===== src/rtl/serial_subtractor_pkg.sv =====
// Shared definitions for the bit-serial subtractor: FSM state encoding and
// bit-counter sizing helper.
package serial_subtractor_pkg;

    typedef enum logic {
        IDLE = 1'b0,
        RUN  = 1'b1
    } state_t;

    function automatic int cnt_width(input int width);
        return (width < 2) ? 1 : $clog2(width);
    endfunction

endpackage


===== src/rtl/serial_subtractor_if.sv =====
// Start/busy/done handshake and operand/result bus of the serial subtractor.
// ovf_out exists only when SERIAL_SUB_OVF_EN is defined.
interface serial_subtractor_if #(
    parameter int WIDTH = 4
);
    logic             start_in;
    logic [WIDTH-1:0] a_in;
    logic [WIDTH-1:0] b_in;
    logic             borrow_in;
    logic             busy_out;
    logic             done_out;
    logic [WIDTH-1:0] diff_out;
    logic             borrow_out;
`ifdef SERIAL_SUB_OVF_EN
    logic             ovf_out;
`endif

    modport master (
        output start_in, a_in, b_in, borrow_in,
        input  busy_out, done_out, diff_out, borrow_out
`ifdef SERIAL_SUB_OVF_EN
        , input ovf_out
`endif
    );

    modport slave (
        input  start_in, a_in, b_in, borrow_in,
        output busy_out, done_out, diff_out, borrow_out
`ifdef SERIAL_SUB_OVF_EN
        , output ovf_out
`endif
    );

endinterface


===== src/rtl/serial_subtractor_full_subtractor.sv =====
// One-bit full subtractor cell: d = a - b - bin, bout = borrow out.
module full_subtractor (
    input  logic a,
    input  logic b,
    input  logic bin,
    output logic d,
    output logic bout
);

    assign d    = a ^ b ^ bin;
    assign bout = (~a & b) | (~a & bin) | (b & bin);

endmodule


===== src/rtl/serial_subtractor.sv =====
// Bit-serial WIDTH-bit subtractor, one bit per clock, LSB first.
// Define SERIAL_SUB_OVF_EN to add the signed-overflow output ovf_out.
//
// state | meaning
// IDLE  | waiting for start_in; results held
// RUN   | processing one operand bit per clock
module serial_subtractor
    import serial_subtractor_pkg::*;
#(
    parameter int WIDTH = 4
) (
    input  logic                clk_in,
    input  logic                rst_in,
    serial_subtractor_if.slave  bus
);

    localparam int              CW   = cnt_width(WIDTH);
    localparam logic [CW-1:0]   LAST = CW'(WIDTH - 1);

    state_t           state, state_nxt;
    logic [WIDTH-1:0] a_sr, b_sr, res_sr;
    logic [WIDTH-1:0] diff_q;
    logic             borrow_q;
    logic             done_q;
    logic             br;
    logic [CW-1:0]    cnt;
    logic             load, last;
    logic             d_bit, br_nxt;

    full_subtractor u_fsub (
        .a    (a_sr[0]),
        .b    (b_sr[0]),
        .bin  (br),
        .d    (d_bit),
        .bout (br_nxt)
    );

    always_ff @(posedge clk_in) begin
        if (rst_in) state <= IDLE;
        else        state <= state_nxt;
    end

    always_comb begin
        state_nxt = state;
        load      = 1'b0;
        last      = 1'b0;
        case (state)
            IDLE: begin
                if (bus.start_in) begin
                    load      = 1'b1;
                    state_nxt = RUN;
                end
            end
            RUN: begin
                if (cnt == LAST) begin
                    last      = 1'b1;
                    state_nxt = IDLE;
                end
            end
            default: state_nxt = IDLE;
        endcase
    end

`ifdef SERIAL_SUB_OVF_EN
    logic a_sgn, b_sgn, ovf_q;

    // Operand signs are captured at accept since the shift regs lose them.
    always_ff @(posedge clk_in) begin
        if (rst_in) begin
            a_sgn <= 1'b0;
            b_sgn <= 1'b0;
            ovf_q <= 1'b0;
        end else if (load) begin
            a_sgn <= bus.a_in[WIDTH-1];
            b_sgn <= bus.b_in[WIDTH-1];
        end else if (last) begin
            ovf_q <= (a_sgn != b_sgn) && (d_bit != a_sgn);
        end
    end

    assign bus.ovf_out = ovf_q;
`endif

    always_ff @(posedge clk_in) begin
        if (rst_in) begin
            a_sr     <= '0;
            b_sr     <= '0;
            res_sr   <= '0;
            br       <= 1'b0;
            cnt      <= '0;
            done_q   <= 1'b0;
            diff_q   <= '0;
            borrow_q <= 1'b0;
        end else begin
            done_q <= last;
            if (load) begin
                a_sr <= bus.a_in;
                b_sr <= bus.b_in;
                br   <= bus.borrow_in;
                cnt  <= '0;
            end else if (state == RUN) begin
                a_sr   <= a_sr >> 1;
                b_sr   <= b_sr >> 1;
                br     <= br_nxt;
                cnt    <= cnt + 1'b1;
                res_sr <= {d_bit, res_sr[WIDTH-1:1]};
                if (last) begin
                    diff_q   <= {d_bit, res_sr[WIDTH-1:1]};
                    borrow_q <= br_nxt;
                end
            end
        end
    end

    assign bus.busy_out   = (state == RUN);
    assign bus.done_out   = done_q;
    assign bus.diff_out   = diff_q;
    assign bus.borrow_out = borrow_q;

endmodule


===== src/flat_wrapper.sv =====
// flat-port wrapper written by rule: the top's interface ports become plain ports
module serial_subtractor_flat import serial_subtractor_pkg::*;
#(
    parameter int WIDTH = 4
)
  (clk_in, rst_in, bus_start_in, bus_a_in, bus_b_in, bus_borrow_in, bus_busy_out, bus_done_out, bus_diff_out, bus_borrow_out);
  serial_subtractor_if #(.WIDTH(WIDTH)) bus_i ();
  input  logic clk_in;
  input  logic rst_in;
  input wire logic [$bits(bus_i.start_in)-1:0] bus_start_in;
  input wire logic [$bits(bus_i.a_in)-1:0] bus_a_in;
  input wire logic [$bits(bus_i.b_in)-1:0] bus_b_in;
  input wire logic [$bits(bus_i.borrow_in)-1:0] bus_borrow_in;
  output wire logic [$bits(bus_i.busy_out)-1:0] bus_busy_out;
  output wire logic [$bits(bus_i.done_out)-1:0] bus_done_out;
  output wire logic [$bits(bus_i.diff_out)-1:0] bus_diff_out;
  output wire logic [$bits(bus_i.borrow_out)-1:0] bus_borrow_out;
  assign bus_i.start_in = bus_start_in;
  assign bus_i.a_in = bus_a_in;
  assign bus_i.b_in = bus_b_in;
  assign bus_i.borrow_in = bus_borrow_in;
  assign bus_busy_out = bus_i.busy_out;
  assign bus_done_out = bus_i.done_out;
  assign bus_diff_out = bus_i.diff_out;
  assign bus_borrow_out = bus_i.borrow_out;
  serial_subtractor #(.WIDTH(WIDTH)) u_core (.clk_in(clk_in), .rst_in(rst_in), .bus(bus_i));
endmodule

===== config.mk =====
export PLATFORM = sky130hd
export DESIGN_NAME = serial_subtractor_flat
export DESIGN_NICKNAME = d
export VERILOG_FILES = /design/src/rtl/serial_subtractor_pkg.sv /design/src/rtl/serial_subtractor_if.sv /design/src/rtl/serial_subtractor_full_subtractor.sv /design/src/rtl/serial_subtractor.sv /design/src/flat_wrapper.sv
export SDC_FILE = /design/constraint.sdc
export NUM_CORES = 1
export LEC_CHECK = 0
export ABC_AREA = 1
export BUFFER_PORTS_ARGS = -buffer_cell sky130_fd_sc_hd__buf_2
export CORE_UTILIZATION = 46
export CTS_CLUSTER_DIAMETER = 50
export CTS_CLUSTER_SIZE = 25
export DETAILED_ROUTE_END_ITERATION = 16
export GPL_TIMING_DRIVEN = 0
export PLACE_DENSITY_LB_ADDON = 0.08
export SLEW_MARGIN = 5
export SYNTH_ARGS = -nofsm -noshare
export SYNTH_HDL_FRONTEND = slang
export SYNTH_SLANG_ARGS = --single-unit

===== constraint.sdc =====
create_clock -name clk_in -period 1.1 [get_ports clk_in]
set_input_delay 0.11 -clock clk_in [delete_from_list [all_inputs] [get_ports clk_in]]
set_output_delay 0.11 -clock clk_in [all_outputs]
set_load 0.01 [all_outputs]

==> flow_summary.json <==
{
  "status": "finished, violations left",
  "failed_checks": "setup timing",
  "grt_pass1_wl_mm": 2.960,
  "grt_pass1_vias": 700,
  "worst_slack_ns": -0.004910,
  "ioPinCount": 19,
  "comb_power_share": 0.130,
  "firstDrtPassIters": 4,
  "grt_usage": 0.2050,
  "coreArea_sq_mm": 0.001727,
  "finalMaxSlewViolations": 0,
  "synth-seq-cells": 21,
  "start_kind": "flop",
  "cts-root-buf": "clkbuf_4",
  "drc_errors": 0,
  "htree_levels": 1,
  "rsz0062_at_grt": "yes",
  "ys_async_sr_fraction": 0,
  "max_slew.worst_pin.slew_ns": 0.2195,
  "drive_above_1_share": 0.2444,
  "fillCellCount": 183,
  "cts_tree": "yes",
  "p_leak_nw": 0.5203,
  "fin_nets": 150,
  "worstPathMaxFanout": 2,
  "dieArea_sq_mm": 0.002031,
  "p_total_mw": 1.358,
  "timing.hold.ws_ns": 0.04177,
  "post-dp-hpwl_mm": 1.227,
  "final_area_sq_mm": 0.001027,
  "port_buffers": 17,
  "netlist_top_cells_area": "dfxtp_1 49%, nand2_1 15%, nand3_1 12%, inv_1 4.8%, o21ai_0 3.5%",
  "multi_input_area_sq_um": 364.1,
  "synthCells": 113,
  "synth.avg_cell_area_sq_um": 7.551,
  "critical_path_required_ns": 1.31,
  "die_x_microns": 45.07,
  "syn_nets": 127,
  "dr_total_vias": 770,
  "post_cts.repair.setup_buffers": 0,
  "dpl_cell_area_sq_um": 969.7,
  "ys_seq_area_frac": 0.4927,
  "p_sw_uw": 343.8,
  "critPathKind": "flop to flop",
  "setup_violations": 1,
  "finalClockSkew_ns": 0.003435,
  "fin_crit_sh": 1.004,
  "routed_via_density": 4.813,
  "relSlewSlack": 0.8521,
  "synth.distinct_cells": 16,
  "maxCapViolCount": 0,
  "synth_top_cell_by_area": "dfxtp_1",
  "rows": 15,
  "ff_latch_area_sq_um": 424.2,
  "clkSinkCount": 21,
  "syn2layout_area_growth_pct": 20.38,
  "irDropWorstVdd_v": 0.0008676,
  "synth.top_cell.area_share": 0.4927,
  "p_seq_frac": 0.602,
  "diodes": 0,
  "p_sw_frac": 0.2532,
  "numCtsBuffers": 3,
  "grt_overflow": 0,
  "synth-main-ff-cell": "dfxtp_1",
  "r2r_cells": 2,
  "critPathArrivalTime_ns": 1.31,
  "setup_tns_ns": -0.004910,
  "min_period_ns": 1.105,
  "yosysWarnings": 0,
  "clock_power_share": 0.268,
  "syn_area_sq_um": 853.3,
  "die_height_microns": 45.07,
  "p_int_mw": 1.014,
  "hold_path_class": "primary input to flop",
  "clk_transition_reported_paths_ns": 0.11,
  "clock_latency_ns": 0.30,
  "cts.path.max_buffers": 2,
  "fmax_ghz": 0.9051,
  "detail_route.wl_per_cell_microns": 10.51,
  "antenna_found_initial": 0,
  "place.gp.congestion": 0.7485,
  "routed_wl_mm": 1.681,
  "grt_max_degree": 12,
  "hold_depth": 3,
  "finalHoldViolations": 0,
  "synth_most_common_cell": "nand2_1",
  "start_util": 0.4942,
  "powerDensity_mw_per_mm2": 1322,
  "drtIter0Drc": 13,
  "endpoint_kind": "flop",
  "final_antenna_net_count": 0,
  "synth_common_cells": "35 x nand2_1, 21 x dfxtp_1, 20 x nand3_1",
  "synth_edf_count": 0
}
## layout by cell type, fill, tap and decap left out, drive strengths merged
| master | netlist | final |
|---|---|---|
| a21oi | 5 | 5 |
| buf | 4 | 21 |
| clkbuf | 0 | 4 |
| clkinv | 1 | 1 |
| dfxtp | 21 | 21 |
| dlygate4sd3 | 0 | 1 |
| fa | 1 | 1 |
| ha | 1 | 1 |
| inv | 12 | 12 |
| nand2 | 35 | 35 |
| nand3 | 20 | 20 |
| nor2 | 6 | 6 |
| o21ai | 6 | 6 |
| xnor2 | 1 | 1 |
## kinds of logic (layout without fill, tap and decap cells)
| logic type | after synthesis | after routing | share of synthesized area |
|---|---|---|---|
| and+or+nand+nor | 61 | 61 | 0.3006 |
| DFF | 21 | 21 | 0.4927 |
| buffers and inverters | 17 | 39 | 0.09382 |
| AOI/OAI and AO/OA | 11 | 11 | 0.06451 |
| adders and majority gates | 2 | 2 | 0.03812 |
| xor gates and xnor gates | 1 | 1 | 0.01027 |
## area by class of cell
| type | count | area share |
|---|---|---|
| Buffer | 4 | 0.03410 |
| Clock buffer | 4 | 0.02558 |
| Inverter | 13 | 0.04994 |
| Multi-Input combinational cell | 75 | 0.3544 |
| Sequential cell | 21 | 0.4129 |
| Tap cell | 25 | 0.03045 |
| Timing Repair Buffer | 18 | 0.09257 |
## timing repair
item,in CTS,in global routing
pin swaps,1,3
endpoints found under the hold margin,2,0
hold buffers,1,0
resized for setup,3,9
endpoints found under the setup margin,3,13
## final timing paths
path / to / slack [ns] / startpoint
setup / recovery: u_core.bus.diff_out[3]$_SDFFE_PP0P_ / -0.005 / u_core.br$_SDFFE_PP0P_
hold / removal: u_core.b_sr[3]$_SDFFE_PP0P_ / 0.04 / bus_b_in[3]
setup reg to reg: u_core.bus.diff_out[3]$_SDFFE_PP0P_ / -0.005 / u_core.br$_SDFFE_PP0P_
hold reg to reg: u_core.bus.diff_out[0]$_SDFFE_PP0P_ / 0.45 / u_core.res_sr[1]$_SDFFE_PP0P_
## state kept, by name, summed over array words and instances (netlist names)
register	count
u_core.cnt	2
u_core.bus.borrow_out	1
u_core.bus.done_out	1
u_core.a_sr	4
u_core.bus.diff_out	4
u_core.bus.busy_out	1
u_core.res_sr	3
u_core.br	1
u_core.b_sr	4
## worst max-delay path, cell delays in order (launching register included)
cell,delay [ns]
dfxtp_2,0.35
fa_2,0.59
o21ai_1,0.07
## metrics by stage
stage               worst slack, ns  instances    util
floorplan                 -0.001976        113       -
global placement           -0.05473        155  0.5616
detailed placement         -0.06823        155  0.5616
CTS                       -0.003017        160  0.5841
global route               -0.02837        160  0.5949
finish                    -0.004910        160  0.5949
## routing by layer
layer	routed length (microns)	vias up	GRT usage
met2	735	17	0.3101
met4	44	0	0.1091
met3	64	5	0.04800
met5	0	-	0
met1	836	345	0.2700
li1	-	403	-
## power groups by stage
stage	combinational, mW	clock, mW	sequential (mW)
6_report	0.176	0.364	0.818
5_1_grt	0.201	0.416	0.823
4_1_cts	0.167	0.376	0.816
3_5_place_dp	0.163	0	0.832
3_3_place_gp	0.159	0	0.830
2_1_floorplan	0.112	0	0.829
Note: power is estimated with default switching activity, not from simulation.
